[src/rtl/microwave_cook_ctrl_if.sv]
// microwave_cook_ctrl_if: front-panel/door inputs and latch/timer/beeper outputs of the cook controller
interface microwave_cook_ctrl_if;
    logic       start;
    logic       stop_clear;
    logic       door_closed;
    logic       time_zero;
    logic       latch_s;
    logic       latch_r;
    logic       timer_en;
    logic       timer_clr;
    logic       beep;
    logic [1:0] state;
    modport master (
        output start, stop_clear, door_closed, time_zero,
        input  latch_s, latch_r, timer_en, timer_clr, beep, state
    );
    modport slave (
        input  start, stop_clear, door_closed, time_zero,
        output latch_s, latch_r, timer_en, timer_clr, beep, state
    );
endinterface

[src/rtl/microwave_cook_ctrl.sv]
// microwave_cook_ctrl: cooking-cycle FSM driving latchsr pulses, countdown timer enable/clear and end-of-cook beep
module microwave_cook_ctrl #(
    parameter int BEEP_CYCLES = 8,
    localparam int BW = $clog2(BEEP_CYCLES + 1)
) (
    input logic                   clk,
    input logic                   rst,
    microwave_cook_ctrl_if.slave  bus
);
    typedef enum logic [1:0] {IDLE = 2'd0, COOK = 2'd1, PAUSE = 2'd2, DONE = 2'd3} state_t;
    localparam logic [BW-1:0] BEEP_INIT = BW'(BEEP_CYCLES);
    state_t        state_q;
    logic [BW-1:0] cnt_q;
    logic          start_q, stop_q;
    logic          latch_s_q, latch_r_q, timer_en_q, timer_clr_q, beep_q;
    logic          start_re_d, stop_re_d;
    assign start_re_d = bus.start & ~start_q;
    assign stop_re_d  = bus.stop_clear & ~stop_q;
    // Edge registers reset to 1 so a button held through reset release is not seen as a press
    always_ff @(posedge clk or posedge rst) begin
        if (rst) begin
            state_q     <= IDLE;
            cnt_q       <= '0;
            start_q     <= 1'b1;
            stop_q      <= 1'b1;
            latch_s_q   <= 1'b0;
            latch_r_q   <= 1'b0;
            timer_en_q  <= 1'b0;
            timer_clr_q <= 1'b0;
            beep_q      <= 1'b0;
        end else begin
            start_q     <= bus.start;
            stop_q      <= bus.stop_clear;
            latch_s_q   <= 1'b0;
            latch_r_q   <= 1'b0;
            timer_en_q  <= 1'b0;
            timer_clr_q <= 1'b0;
            beep_q      <= 1'b0;
            case (state_q)
                IDLE: begin
                    if (start_re_d && bus.door_closed && !bus.time_zero) begin
                        state_q    <= COOK;
                        latch_s_q  <= 1'b1;
                        timer_en_q <= 1'b1;
                    end else if (stop_re_d) begin
                        timer_clr_q <= 1'b1;
                    end
                end
                COOK: begin
                    if (bus.time_zero) begin
                        state_q   <= DONE;
                        latch_r_q <= 1'b1;
                        cnt_q     <= BEEP_INIT;
                        beep_q    <= 1'b1;
                    end else if (!bus.door_closed || stop_re_d) begin
                        state_q   <= PAUSE;
                        latch_r_q <= 1'b1;
                    end else begin
                        timer_en_q <= 1'b1;
                    end
                end
                PAUSE: begin
                    if (stop_re_d) begin
                        state_q     <= IDLE;
                        timer_clr_q <= 1'b1;
                    end else if (start_re_d && bus.door_closed) begin
                        state_q    <= COOK;
                        latch_s_q  <= 1'b1;
                        timer_en_q <= 1'b1;
                    end
                end
                DONE: begin
                    // Counter holds the beep cycles still to go including the current one
                    if (stop_re_d || !bus.door_closed || cnt_q <= BW'(1)) begin
                        state_q <= IDLE;
                        cnt_q   <= '0;
                    end else begin
                        cnt_q  <= cnt_q - BW'(1);
                        beep_q <= 1'b1;
                    end
                end
                default: state_q <= IDLE;
            endcase
        end
    end
    assign bus.latch_s   = latch_s_q;
    assign bus.latch_r   = latch_r_q;
    assign bus.timer_en  = timer_en_q;
    assign bus.timer_clr = timer_clr_q;
    assign bus.beep      = beep_q;
    assign bus.state     = state_q;
endmodule

[src/flat_wrapper.sv]
// flat-port wrapper written by rule: the top's interface ports become plain ports
module microwave_cook_ctrl_flat 
#(
    parameter int BEEP_CYCLES = 8,
    localparam int BW = $clog2(BEEP_CYCLES + 1)
)
  (clk, rst, bus_start, bus_stop_clear, bus_door_closed, bus_time_zero, bus_latch_s, bus_latch_r, bus_timer_en, bus_timer_clr, bus_beep, bus_state);
  microwave_cook_ctrl_if bus_i ();
  input logic clk;
  input logic rst;
  input wire logic [$bits(bus_i.start)-1:0] bus_start;
  input wire logic [$bits(bus_i.stop_clear)-1:0] bus_stop_clear;
  input wire logic [$bits(bus_i.door_closed)-1:0] bus_door_closed;
  input wire logic [$bits(bus_i.time_zero)-1:0] bus_time_zero;
  output wire logic [$bits(bus_i.latch_s)-1:0] bus_latch_s;
  output wire logic [$bits(bus_i.latch_r)-1:0] bus_latch_r;
  output wire logic [$bits(bus_i.timer_en)-1:0] bus_timer_en;
  output wire logic [$bits(bus_i.timer_clr)-1:0] bus_timer_clr;
  output wire logic [$bits(bus_i.beep)-1:0] bus_beep;
  output wire logic [$bits(bus_i.state)-1:0] bus_state;
  assign bus_i.start = bus_start;
  assign bus_i.stop_clear = bus_stop_clear;
  assign bus_i.door_closed = bus_door_closed;
  assign bus_i.time_zero = bus_time_zero;
  assign bus_latch_s = bus_i.latch_s;
  assign bus_latch_r = bus_i.latch_r;
  assign bus_timer_en = bus_i.timer_en;
  assign bus_timer_clr = bus_i.timer_clr;
  assign bus_beep = bus_i.beep;
  assign bus_state = bus_i.state;
  microwave_cook_ctrl #(.BEEP_CYCLES(BEEP_CYCLES)) u_core (.clk(clk), .rst(rst), .bus(bus_i));
endmodule
[config.mk]
export PLATFORM = sky130hd
export DESIGN_NAME = microwave_cook_ctrl_flat
export DESIGN_NICKNAME = d
export VERILOG_FILES = /design/src/rtl/microwave_cook_ctrl_if.sv /design/src/rtl/microwave_cook_ctrl.sv /design/src/flat_wrapper.sv
export SDC_FILE = /design/constraint.sdc
export NUM_CORES = 1
export LEC_CHECK = 0
export CAP_MARGIN = 20
export CORE_MARGIN = 2
export CORE_UTILIZATION = 35
export CTS_CLUSTER_SIZE = 24
export DETAILED_ROUTE_END_ITERATION = 6
export GPL_TIMING_DRIVEN = 0
export REMOVE_ABC_BUFFERS = 1
export SETUP_SLACK_MARGIN = 0.05
export SYNTH_ARGS = -nofsm -noshare
export SYNTH_HDL_FRONTEND = slang
export SYNTH_SLANG_ARGS = --single-unit
[constraint.sdc]
create_clock -name clk -period 4.45 [get_ports clk]
set_clock_uncertainty 0.1 [all_clocks]
set_input_delay 0.445 -clock clk [delete_from_list [all_inputs] [get_ports clk]]
set_output_delay 0.445 -clock clk [all_outputs]
set_load 0.05 [all_outputs]
# Word-level counts from Yosys, hierarchy flattened
# Cells that the tools add are included.
# totals
regBits	13
latchBits	0
ramBits	0
rom_bits	0
input_bits	6
output_inout_bits	7
word_cells	59
n_memories	0
# op_classes
add_sub_neg	1
n_mul	0
div_mod_pow	0
n_lt_le_gt_ge	1
eq_ne	8
n_shift	0
n_mux	26
n_bitwise	4
n_reduce_logical	10
# ops
cell	count
1-bit two-way mux	12
2-bit two-way mux	6
4-bit two-way mux	2
2-bit one-hot mux with 4 select lines	1
4-bit one-hot mux with 2 select lines	1
1-bit one-hot mux with 2 select lines	3
2-bit equality test (second input constant)	2
4-bit by 1-bit less-or-equal comparator with 1-bit output (second input constant)	1
2-bit by 1-bit inequality test with 1-bit output (second input constant)	2
4-bit AND reduction	1
4-bit by 1-bit subtractor with 4-bit output (second input constant)	1
3-bit by 1-bit inequality test with 1-bit output (second input constant)	1
3-bit by 2-bit inequality test with 1-bit output (second input constant)	1
1-bit one-hot mux with 3 select lines	1
1-bit AND	2
2-bit by 1-bit equality test with 1-bit output (second input constant)	1
1-bit logical AND	2
1-bit logical NOT	2
2-bit logical NOT	1
1-bit logical OR	2
2-bit inequality test (second input constant)	1
1-bit inverter	2
2-bit AND reduction	1
2-bit nonzero test	1

# Depth between registers and ports, before layout
# depth
depth_word	6
depth_mapped	6
mapped_depth_nobuf	6

# Worst setup path after synthesis
# Ideal clock, no wire load.
# synth_timing
path_type	reg-to-reg
start	register u_core.state_q[1], in the netlist u_core.bus.state[1]
end	register u_core.state_q[0], in the netlist u_core.bus.state[0]
setup_time_ns	0.126
arrival_ns	1.387
t_required_ns	4.224
setup_slack_ns	2.836
stages_incl_launch_ff	6
path_buffers	1
period_less_slack_ns	1.614
cell_sequence	dfrtp_1 buf_6 and2_4 nand3_4 nor2_1 o32a_1
# synth_between
elab_chain_len	3
elab_cells_between_ends	10
cone_classes	eq/ne (7); mux (1); reduce/logical (2)
# synth_rtl
element	line	text
from (decl)	microwave_cook_ctrl.sv:12	state_t state_q;
from (signal assigned)	microwave_cook_ctrl.sv:22	state_q <= IDLE;
from (signal assigned)	microwave_cook_ctrl.sv:42	state_q <= COOK;
from (signal assigned)	microwave_cook_ctrl.sv:51	state_q <= DONE;
2-bit equality test, or another cell as far along	microwave_cook_ctrl.sv:39	case (state_q)
3-bit by 1-bit inequality test with 1-bit output (no line), or another cell as far along	--	
4-bit AND reduction (no line)	--	
# Several ways; a longest one is shown, not always the timed one.
# A chain may end at the register's enable or synchronous reset.

# Worst setup path after layout
# layout_timing
start	register u_core.state_q[1], in the netlist u_core.bus.state[1]
end	output bus_state[1]
# layout_rtl
element	line	text
to (decl)	flat_wrapper.sv:20	output wire logic [$bits(bus_i.state)-1:0] bus_state;
# No word-level cell between the ends.

==> results.json <==
{
  "result_of_the_run": "completed",
  "logic_depth_of_the_worst_register_to_register_path": 6,
  "num_vias": 518,
  "worst_setup_path_end_kind": "output pin",
  "cts_setup_buffers": 0,
  "synth.ff_latch_count": 13,
  "stage_delay_of_the_slowest_cell_on_the_critical_path_ns": 0.87,
  "totalWireLength_mm": 1.29,
  "design.die.area_mm2": 0.00234,
  "stages_on_the_worst_setup_path": 1,
  "num_antenna_cells": 0,
  "max_slew_margin_pct": 66.4,
  "drt_iter0_markers": 3,
  "finalCoreUtilization_pct": 44.5,
  "cts_tree": "built",
  "crit_buf_inv": 1,
  "place.port_buffers": 12,
  "syn-cell-area_um2": 689,
  "max_clock_freq_mhz": 446,
  "setup_violations": 0,
  "resize_count_post_cts": 0,
  "max_slew.worst_pin.slew_ns": 0.503,
  "worst-setup-path-type": "flop to output pin",
  "tns_ns": 0,
  "cts_made_buffers": 3,
  "initial_antenna_violation_count": 0,
  "timing.critical_path.arrival_ns": 1.70,
  "htreeDepth": 1,
  "num-fill-cells": 196,
  "routability_congestion": 0.716,
  "worst-path-max-fanout": 11,
  "pin_count": 13,
  "vdd_ir_drop_max_uv": 299,
  "cellLeakagePower_nw": 0.363,
  "core.rowCount": 16,
  "clock_insertion_delay_worst_skew_ns": 0.28,
  "layout-area-overhead-vs-synth_pct": 22.9,
  "globalRoute.totalOverflow": 0,
  "grt_pass1_vias": 545,
  "grt_max_degree": 14,
  "grt_first_pass_wirelength_mm": 2.39,
  "drt_pre_antenna_iters": 3,
  "worst_ep_required_time_ns": 3.90,
  "worstSetupStartpoint": "u_core.bus.state[1]",
  "power_density_mw_per_mm2": 634,
  "initial_utilization_pct": 36.2,
  "worstPathCellList": "clkdlybuf4s50_1",
  "critical-path-slowest-cell": "sky130_fd_sc_hd__clkdlybuf4s50_1",
  "clockRootBuffer": "sky130_fd_sc_hd__clkbuf_4",
  "hold_path.class": "input pin to asynchronous set/reset pin",
  "layout_cell_share_with_drive_strength_beyond_1_pct": 18.8,
  "worst_path_dominant_cell_family": "buffers and inverters",
  "clkTransAtPathRegs_ns": 0.08,
  "final_hold_violation_count": 0,
  "globalRouteTotalUtil_pct": 13.6,
  "crit_share_post_route_pct": 50.4,
  "routedWlPerCell_um": 12.1,
  "drv_cap": 0,
  "postRouteAntennaNets": 0,
  "floorplan.die.width_um": 48.4,
  "synth_cells": 66,
  "area_of_the_placeable_core_mm2": 0.00190,
  "cp-start-kind": "flop",
  "dpl.hpwl_um": 934,
  "drc_errors": 0,
  "rsz0062_at_grt": "false",
  "synthesis.area_per_instance_um2": 10.4,
  "vias_per_cell": 4.84,
  "clock_sink_count": 13,
  "cts.path.max_buffers": 2,
  "ys.warnings.count": 0,
  "finalMaxSlewViolations": 0,
  "worstReg2RegStart": "u_core.cnt_q[0]",
  "cts_hold_buffers": 0,
  "hold-worst-slack_ns": 0.386,
  "die_h_um": 48.4,
  "synth.distinct_cells": 28,
  "synth-seq-area-share_pct": 47.5,
  "nNetsFinal": 89,
  "fin_crit_ns": 2.24
}
through the flow:
stage	instances	total power, W	area, um^2	worst slack (ns)
after detailed placement	103	0.000468	821	2.52
after CTS	107	0.000545	847	2.20
after global routing	107	0.000581	847	2.13
after floorplan	64	0.000392	667	2.83
after global placement	103	0.000464	821	2.51
final	107	0.000537	847	2.21
cell families (layout without fill, tap and decap cells):
group | Yosys count | after routing | synth area share (%)
DFF | 13 | 13 | 47.5
adders and majority gates | 2 | 2 | 3.63
and+or+nand+nor | 28 | 28 | 26.3
buffers and inverters | 5 | 19 | 4.90
AOI/OAI and AO/OA | 18 | 18 | 17.6
placed cells by master (no fill, tap or decap):
master,instances
sky130_fd_sc_hd__nor4b_1,1
sky130_fd_sc_hd__clkdlybuf4s50_1,12
sky130_fd_sc_hd__nor3_2,1
sky130_fd_sc_hd__o21ai_0,1
sky130_fd_sc_hd__a21o_1,1
sky130_fd_sc_hd__inv_1,3
sky130_fd_sc_hd__a211oi_1,1
sky130_fd_sc_hd__nor4_2,1
sky130_fd_sc_hd__dfrtp_1,11
sky130_fd_sc_hd__and3b_1,2
sky130_fd_sc_hd__nor4_1,1
sky130_fd_sc_hd__o21a_1,2
sky130_fd_sc_hd__or3_4,1
sky130_fd_sc_hd__o21bai_1,1
sky130_fd_sc_hd__o32a_1,1
sky130_fd_sc_hd__nand2b_2,1
sky130_fd_sc_hd__a21oi_1,6
sky130_fd_sc_hd__a31o_2,1
sky130_fd_sc_hd__dfstp_2,2
sky130_fd_sc_hd__nand2_1,8
sky130_fd_sc_hd__or2_4,1
sky130_fd_sc_hd__nor2_1,6
sky130_fd_sc_hd__clkbuf_1,1
sky130_fd_sc_hd__o22ai_1,2
sky130_fd_sc_hd__ha_1,2
sky130_fd_sc_hd__o21ai_2,2
sky130_fd_sc_hd__nor2b_1,3
sky130_fd_sc_hd__and2_4,1
sky130_fd_sc_hd__clkbuf_4,3
sky130_fd_sc_hd__nand3_4,1
power breakdown:
part / switching [W] / leakage (nW) / total, W / internal, W
combinational: 0.000155 / 0.182 / 0.000268 / 0.000113
clock: 0.0000381 / 0.0150 / 0.0000729 / 0.0000348
sequential: 0.0000442 / 0.166 / 0.000196 / 0.000151
total: 0.000238 / 0.363 / 0.000537 / 0.000299
path summary, 6_finish.rpt:
kind                                  endpoint  slack [ns]
setup / recovery                  bus_state[1]        2.21
hold / removal                 u_core.cnt_q[3]        0.39
hold reg to reg                u_core.cnt_q[1]        0.42
max in group asynchronous        u_core.stop_q        3.51
setup reg to reg           u_core.bus.state[0]        2.82
min in group clk               u_core.cnt_q[1]        0.42
per-layer routing:
| metal | up-vias | routed length, um | global-route usage [%] |
|---|---|---|---|
| li1 | 261 | - | - |
| met1 | 242 | 636 | 16.9 |
| met4 | 0 | 34 | 9.52 |
| met2 | 10 | 562 | 18.8 |
| met5 | - | 0 | 0 |
| met3 | 5 | 57 | 5.86 |
sequential cells by signal (all words and copies together) (netlist names):
name,count
u_core.bus.timer_en,1
u_core.bus.state,2
u_core.bus.latch_r,1
u_core.stop_q,1
u_core.cnt_q,4
u_core.bus.latch_s,1
u_core.bus.beep,1
u_core.bus.timer_clr,1
u_core.start_q,1
cell type report:
type	count	area, um^2	share of cell area (%)
Timing Repair Buffer	12	120	14.2
Inverter	3	11.3	1.33
Sequential cell	13	328	38.7
Clock buffer	4	26.3	3.10
Tap cell	27	33.8	3.99
Multi-Input combinational cell	48	328	38.7
cell usage after synthesis:
library cell | count | area, um^2
sky130_fd_sc_hd__o21a_1 | 2 | 15.0
sky130_fd_sc_hd__o32a_1 | 1 | 10.0
sky130_fd_sc_hd__o21ai_2 | 2 | 17.5
sky130_fd_sc_hd__a31o_2 | 1 | 8.76
sky130_fd_sc_hd__dfstp_2 | 2 | 52.6
sky130_fd_sc_hd__nor2_1 | 6 | 22.5
sky130_fd_sc_hd__a211oi_1 | 1 | 7.51
sky130_fd_sc_hd__o22ai_1 | 2 | 12.5
sky130_fd_sc_hd__a21o_1 | 1 | 7.51
sky130_fd_sc_hd__ha_1 | 2 | 25.0
sky130_fd_sc_hd__or3_4 | 1 | 11.3
sky130_fd_sc_hd__nand2_1 | 8 | 30.0
sky130_fd_sc_hd__nand2b_2 | 1 | 8.76
sky130_fd_sc_hd__nor4_1 | 1 | 6.26
sky130_fd_sc_hd__buf_6 | 2 | 22.5
sky130_fd_sc_hd__and3b_1 | 2 | 17.5
sky130_fd_sc_hd__dfrtp_1 | 11 | 275
sky130_fd_sc_hd__a21oi_1 | 6 | 30.0
sky130_fd_sc_hd__and2_4 | 1 | 8.76
sky130_fd_sc_hd__nor4_2 | 1 | 12.5
sky130_fd_sc_hd__o21bai_1 | 1 | 7.51
sky130_fd_sc_hd__nor2b_1 | 3 | 18.8
sky130_fd_sc_hd__o21ai_0 | 1 | 5.00
sky130_fd_sc_hd__nor4b_1 | 1 | 8.76
sky130_fd_sc_hd__or2_4 | 1 | 8.76
sky130_fd_sc_hd__nor3_2 | 1 | 10.0
sky130_fd_sc_hd__nand3_4 | 1 | 17.5
sky130_fd_sc_hd__inv_1 | 3 | 11.3
No activity file was read; power rests on OpenSTA's default activity.
